$ cat src/rtl/sonar_ranger.sv
// Ultrasonic ranger: fires a trigger pulse, times the synchronized echo and converts the high time to mm.
// One result strobe per accepted start; start is ignored while busy.
module sonar_ranger #(
    parameter int FREQ         = 50_000_000,
    parameter int TRIG_US      = 10,
    parameter int ECHO_WAIT_US = 30000,
    parameter int MAX_ECHO_US  = 30000,
    parameter int HOLDOFF_US   = 100
) (
    input  logic        clk,
    input  logic        rst,
    input  logic        start,
    input  logic        echo,
    output logic        trig,
    output logic        busy,
    output logic        valid,
    output logic        timeout,
    output logic [15:0] distance_mm
);

    localparam longint FREQ_L     = longint'(FREQ);
    localparam longint TRIG_CYC_L = longint'(TRIG_US) * FREQ_L / 1_000_000;
    localparam longint WAIT_CYC_L = longint'(ECHO_WAIT_US) * FREQ_L / 1_000_000;
    localparam longint MAX_CYC_L  = longint'(MAX_ECHO_US) * FREQ_L / 1_000_000;
    localparam longint HOLD_CYC_L = longint'(HOLDOFF_US) * FREQ_L / 1_000_000;
    localparam longint NM_L       = 343210 * (1_000_000_000 / FREQ_L) / 1000;

    localparam logic [31:0] TRIG_CYC     = TRIG_CYC_L[31:0];
    localparam logic [31:0] WAIT_CYC     = WAIT_CYC_L[31:0];
    localparam logic [31:0] MAX_CYC      = MAX_CYC_L[31:0];
    localparam logic [31:0] HOLD_CYC     = HOLD_CYC_L[31:0];
    localparam logic [31:0] NM_PER_CYCLE = NM_L[31:0];
    localparam logic [31:0] NM_PER_MM    = 32'd2_000_000;  // round trip: 2 mm of path per mm of range

    typedef enum logic [2:0] {
        IDLE,
        TRIG,
        WAIT_ECHO,
        MEASURE,
        HOLDOFF
    } state_t;

    state_t      state;
    state_t      state_nx;
    logic [31:0] cnt;
    logic [31:0] cnt_nx;
    logic [31:0] acc;
    logic [31:0] acc_sum;
    logic [15:0] mm;
    logic        echo_m;
    logic        echo_s;
    logic        echo_d;
    logic        echo_rise;
    logic        acc_add;
    logic        clr;
    logic        res_fire;
    logic        res_to;

    assign echo_rise = echo_s & ~echo_d;
    assign busy      = (state != IDLE);
    assign acc_sum   = acc + (acc_add ? NM_PER_CYCLE : 32'd0);

    always_ff @(posedge clk) begin
        if (rst) begin
            state <= IDLE;
        end else begin
            state <= state_nx;
        end
    end

    // cnt is the per-state phase counter; in MEASURE it holds the number of high cycles already accumulated
    always_comb begin
        state_nx = state;
        cnt_nx   = cnt + 32'd1;
        acc_add  = 1'b0;
        clr      = 1'b0;
        res_fire = 1'b0;
        res_to   = 1'b0;
        case (state)
            IDLE: begin
                cnt_nx = '0;
                if (start) begin
                    state_nx = TRIG;
                    clr      = 1'b1;
                end
            end
            TRIG: begin
                if (cnt == TRIG_CYC - 32'd1) begin
                    state_nx = WAIT_ECHO;
                    cnt_nx   = '0;
                end
            end
            WAIT_ECHO: begin
                if (echo_rise) begin
                    state_nx = MEASURE;
                    cnt_nx   = 32'd1;
                    acc_add  = 1'b1;
                end else if (cnt == WAIT_CYC - 32'd1) begin
                    state_nx = HOLDOFF;
                    cnt_nx   = '0;
                    res_fire = 1'b1;
                    res_to   = 1'b1;
                end
            end
            MEASURE: begin
                if (!echo_s) begin
                    state_nx = HOLDOFF;
                    cnt_nx   = '0;
                    res_fire = 1'b1;
                end else if (cnt >= MAX_CYC) begin
                    state_nx = HOLDOFF;
                    cnt_nx   = '0;
                    res_fire = 1'b1;
                    res_to   = 1'b1;
                end else begin
                    acc_add = 1'b1;
                end
            end
            HOLDOFF: begin
                if (cnt == HOLD_CYC - 32'd1) begin
                    state_nx = IDLE;
                    cnt_nx   = '0;
                end
            end
            default: begin
                state_nx = IDLE;
                cnt_nx   = '0;
            end
        endcase
    end

    always_ff @(posedge clk) begin
        if (rst) begin
            cnt         <= '0;
            acc         <= '0;
            mm          <= '0;
            echo_m      <= 1'b0;
            echo_s      <= 1'b0;
            echo_d      <= 1'b0;
            trig        <= 1'b0;
            valid       <= 1'b0;
            timeout     <= 1'b0;
            distance_mm <= '0;
        end else begin
            cnt    <= cnt_nx;
            echo_m <= echo;
            echo_s <= echo_m;
            echo_d <= echo_s;
            trig   <= (state_nx == TRIG);
            valid  <= res_fire;
            if (res_fire) begin
                timeout     <= res_to;
                distance_mm <= res_to ? 16'hFFFF : mm;
            end
            // acc stays below NM_PER_MM and NM_PER_CYCLE is smaller, so one subtraction per cycle suffices
            if (clr) begin
                acc <= '0;
                mm  <= '0;
            end else if (acc_sum >= NM_PER_MM) begin
                acc <= acc_sum - NM_PER_MM;
                if (mm != 16'hFFFE) begin
                    mm <= mm + 16'd1;
                end
            end else begin
                acc <= acc_sum;
            end
        end
    end

endmodule

$ cat config.mk
export PLATFORM = sky130hd
export DESIGN_NAME = sonar_ranger
export DESIGN_NICKNAME = d
export VERILOG_FILES = /design/src/rtl/sonar_ranger.sv
export SDC_FILE = /design/constraint.sdc
export NUM_CORES = 1
export LEC_CHECK = 0
export BUFFER_PORTS_ARGS = -buffer_cell sky130_fd_sc_hd__buf_2
export CAP_MARGIN = 30
export CELL_PAD_IN_SITES_DETAIL_PLACEMENT = 0
export CELL_PAD_IN_SITES_GLOBAL_PLACEMENT = 2
export CORE_ASPECT_RATIO = 0.5
export CORE_MARGIN = 5
export CORE_UTILIZATION = 38
export DETAILED_ROUTE_END_ITERATION = 8
export GPL_ROUTABILITY_DRIVEN = 0
export PLACE_DENSITY_LB_ADDON = 0.1
export SLEW_MARGIN = 20
export SYNTH_ARGS = -nofsm -noshare
export SYNTH_HDL_FRONTEND = slang
export SYNTH_SLANG_ARGS = --single-unit
$ cat constraint.sdc
create_clock -name clk -period 5.7 [get_ports clk]
set_input_delay 1.71 -clock clk [delete_from_list [all_inputs] [get_ports clk]]
set_output_delay 1.71 -clock clk [all_outputs]
set_load 0.05 [all_outputs]
==> impl_metrics.yaml <==
outcome:
  outcome: "finished clean"
clocking:
  clk_path_buf_depth: 2
  post_cts_buffers: 0
  cts.repair.resized: 0
  cts_sinks: 101
  cts-hold-fix-buffers: 0
  clk-insertion-delay-late_ps: 340
  cts_made_buffers: 9
  clk_pin_slew_worst_paths_ps: 70
  cts_max_level: 3
  clock-root-buffer: "clkbuf_16"
  cts_tree: "done"
global_routing:
  overflow: 0
  first_pass_grt_wire_length_um: 23900
  gr-usage-all-layers: 0.168
  grt_pass1_vias: 4744
  initial_antenna_violation_count: 0
  grt_max_degree: 28
sta:
  setup_viol: 0
  final.hold.worst_slack_ps: 455
  setup-tns-final_ps: 0
  finalClockSkew_ps: 7.17
  worst_pin_slew_ps: 723
  max-slew-margin-rel: 0.515
  finalHoldViolations: 0
  final_period_minus_worst_setup_slack_ps: 5230
  slew_viol_final: 0
  grt_setup_unrepaired: "false"
  max_freq_mhz: 191
  final_min_period_over_clock_period: 0.918
floorplan:
  io_pins: 24
  fp.dieW_um: 181
  row_count: 31
  core_box_area_sq_um: 14400
  fp.dieH_um: 95.4
  die_area_sq_um: 17200
  initial_utilization: 0.385
worst_setup_path:
  largest_stage_delay_worst_path_ps: 590
  worst_path_max_delay_cell: "a311oi_2"
  cells_traversed_along_the_worst_timing_path: "nor3_1 > o21a_1 > nor2_1 > nor3_1 > nor2b_1 > o21ai_0 > inv_1 > ha_1 > ha_1 > nand3_2 > a211o_1 > a221oi_2 > a21oi_1 > a41o_1 > a211o_1 > a311oi_2 > nor2b_1 > mux2i_1"
  worstPathArrival_ps: 5500
  critical_path_class: "reg2reg"
  crit_path_max_fanout: 13
  worstSetupEndpointType: "register"
  critical_path.startpoint_type: "register"
  worstPathRequired_ps: 5970
  rrSetupSlack_ps: 470
synth:
  synth.avg_cell_area_sq_um: 8.16
  mapped_area_sq_um: 5540
  number_of_flip_flops_and_latches_in_the_synthesized_netlist: 101
  post_synth_inst_count: 679
  synth-seq-area-share: 0.365
  synth_ff_type: "dfxtp_1"
  ys_top_cells_by_area: "dfxtp_1, nor2_1, xnor2_1, xor2_1, a21oi_1"
  yosysUniqueCellTypes: 69
  synth_top_area_frac: 0.365
  yosys_warnings: 0
  ys_async_sr_fraction: 0
  synth-edff-count: 0
  biggest_area_consumer_among_synthesized_cells: "dfxtp_1"
  synthesis.nets: 696
place:
  hpwlAfterDp_um: 10200
  placement.cell_area_sq_um: 5860
  port-buffer-count: 23
finish:
  non_filler_cell_area_final_sq_um: 6170
  mostFrequentLayoutCells: "nor2_1, dfxtp_1, nand2_1"
  post_route_cells_drive_above_1_share: 0.0971
  layout_commonest_cell: "nor2_1"
  insertedDiodeCount: 0
  post_route_core_utilization: 0.429
  syn2layout_area_growth_pct: 11.5
  register_area_sq_um: 2020
  fillers: 1464
  multi_input_comb_area_sq_um: 3330
  layout.nets: 712
power:
  ir_drop_mv: 0.194
  netSwitchingFraction: 0.388
  p_seq_frac: 0.337
  pwr-share-comb: 0.419
  net_switching_power_w: 0.00102
  powerDensity_nw_per_um2: 425
  cellInternalPower_w: 0.00161
  static-leakage-power_nw: 2.20
  share_clk_of_total_power: 0.244
drt:
  routed_wirelength_um: 13900
  dr.pass1.iters: 5
  drt_drc_violations_left: 0
  routed-via-count: 4795
  vias_per_cell: 5.34
  detail_route.iter0.violations: 290
  routed_wire_length_per_instance_um: 15.5
  antenna_violating_nets_post_route: 0
hold_path:
  holdCritPathClass: "reg2reg"
run:
  max_cap_viol_count: 0
sequential cells by signal (all words and copies together), names as in the netlist:
signal	flops
valid	1
timeout	1
distance_mm	16
mm	16
trig	1
echo_d	1
acc	28
state	3
echo_s	1
echo_m	1
cnt	32
worst paths after layout:
kind / from / to / cells past startpoint
setup reg to reg: cnt[11] / acc[27] / 18
hold / removal: echo_m / echo_s / 1
setup / recovery: cnt[11] / acc[27] / 18
hold reg to reg: echo_m / echo_s / 1
per-layer routing:
metal	vias to the layer above	routed length, um	track usage
met5	-	0	0
met4	0	170	0.0403
met3	17	370	0.0328
met2	62	6140	0.281
met1	2268	7200	0.228
li1	2448	-	-
worst max-delay path: cells and delay by family (launching register included):
kind / cells / cell delay [ps]
AO/OA/AOI/OAI: 8 / 2610
adder cells (fa/ha/maj): 2 / 490
buffers and inverters: 1 / 270
flip-flops: 1 / 390
multiplexers: 1 / 190
AND/OR/NAND/NOR: 6 / 1220
cells by family after synthesis:
logic type,synth area share
AND/OR/NAND/NOR,0.300
flip-flops,0.365
multiplexers,0.00926
adder cells (fa/ha/maj),0.0294
XOR/XNOR,0.0965
buffers and inverters,0.0341
AO/OA/AOI/OAI,0.165
power groups by stage:
stage / clock network, W / registers (W) / logic, W
4_1_cts: 0.000669 / 0.000883 / 0.00110
6_report: 0.000642 / 0.000884 / 0.00110
5_1_grt: 0.000698 / 0.000895 / 0.00123
3_5_place_dp: 0 / 0.000896 / 0.00109
2_1_floorplan: 0 / 0.000869 / 0.000884
3_3_place_gp: 0 / 0.000901 / 0.00110
cells in the mapped netlist (all sizes together) (8+ instances only):
cell,count
and3,14
a21o,9
nor2,111
nor3,34
ha,13
a31oi,12
nand2b,8
nand4,14
dfxtp,101
inv,19
nand3,39
a211oi,10
xnor2,35
xor2,26
or3,13
clkbuf,18
nor2b,11
o21ai,20
buf,8
a21oi,38
nand2,45
through the flow:
| step | instances | total power, W | setup WS [ps] |
|---|---|---|---|
| after global placement | 881 | 0.00200 | 567 |
| final | 898 | 0.00263 | 470 |
| after global routing | 898 | 0.00282 | 18.8 |
| after detailed placement | 882 | 0.00199 | 465 |
| after floorplan | 679 | 0.00175 | 1110 |
| after CTS | 898 | 0.00265 | 455 |
cell type report:
class | instances | share of cell area
inverter | 19 | 0.0116
tap | 198 | 0.0401
multi-input combinational | 533 | 0.539
sequential | 101 | 0.327
timing repair buffer | 31 | 0.0316
clock inverter | 5 | 0.00952
clock buffer | 11 | 0.0409
Note: power is estimated with default switching activity, not from simulation.
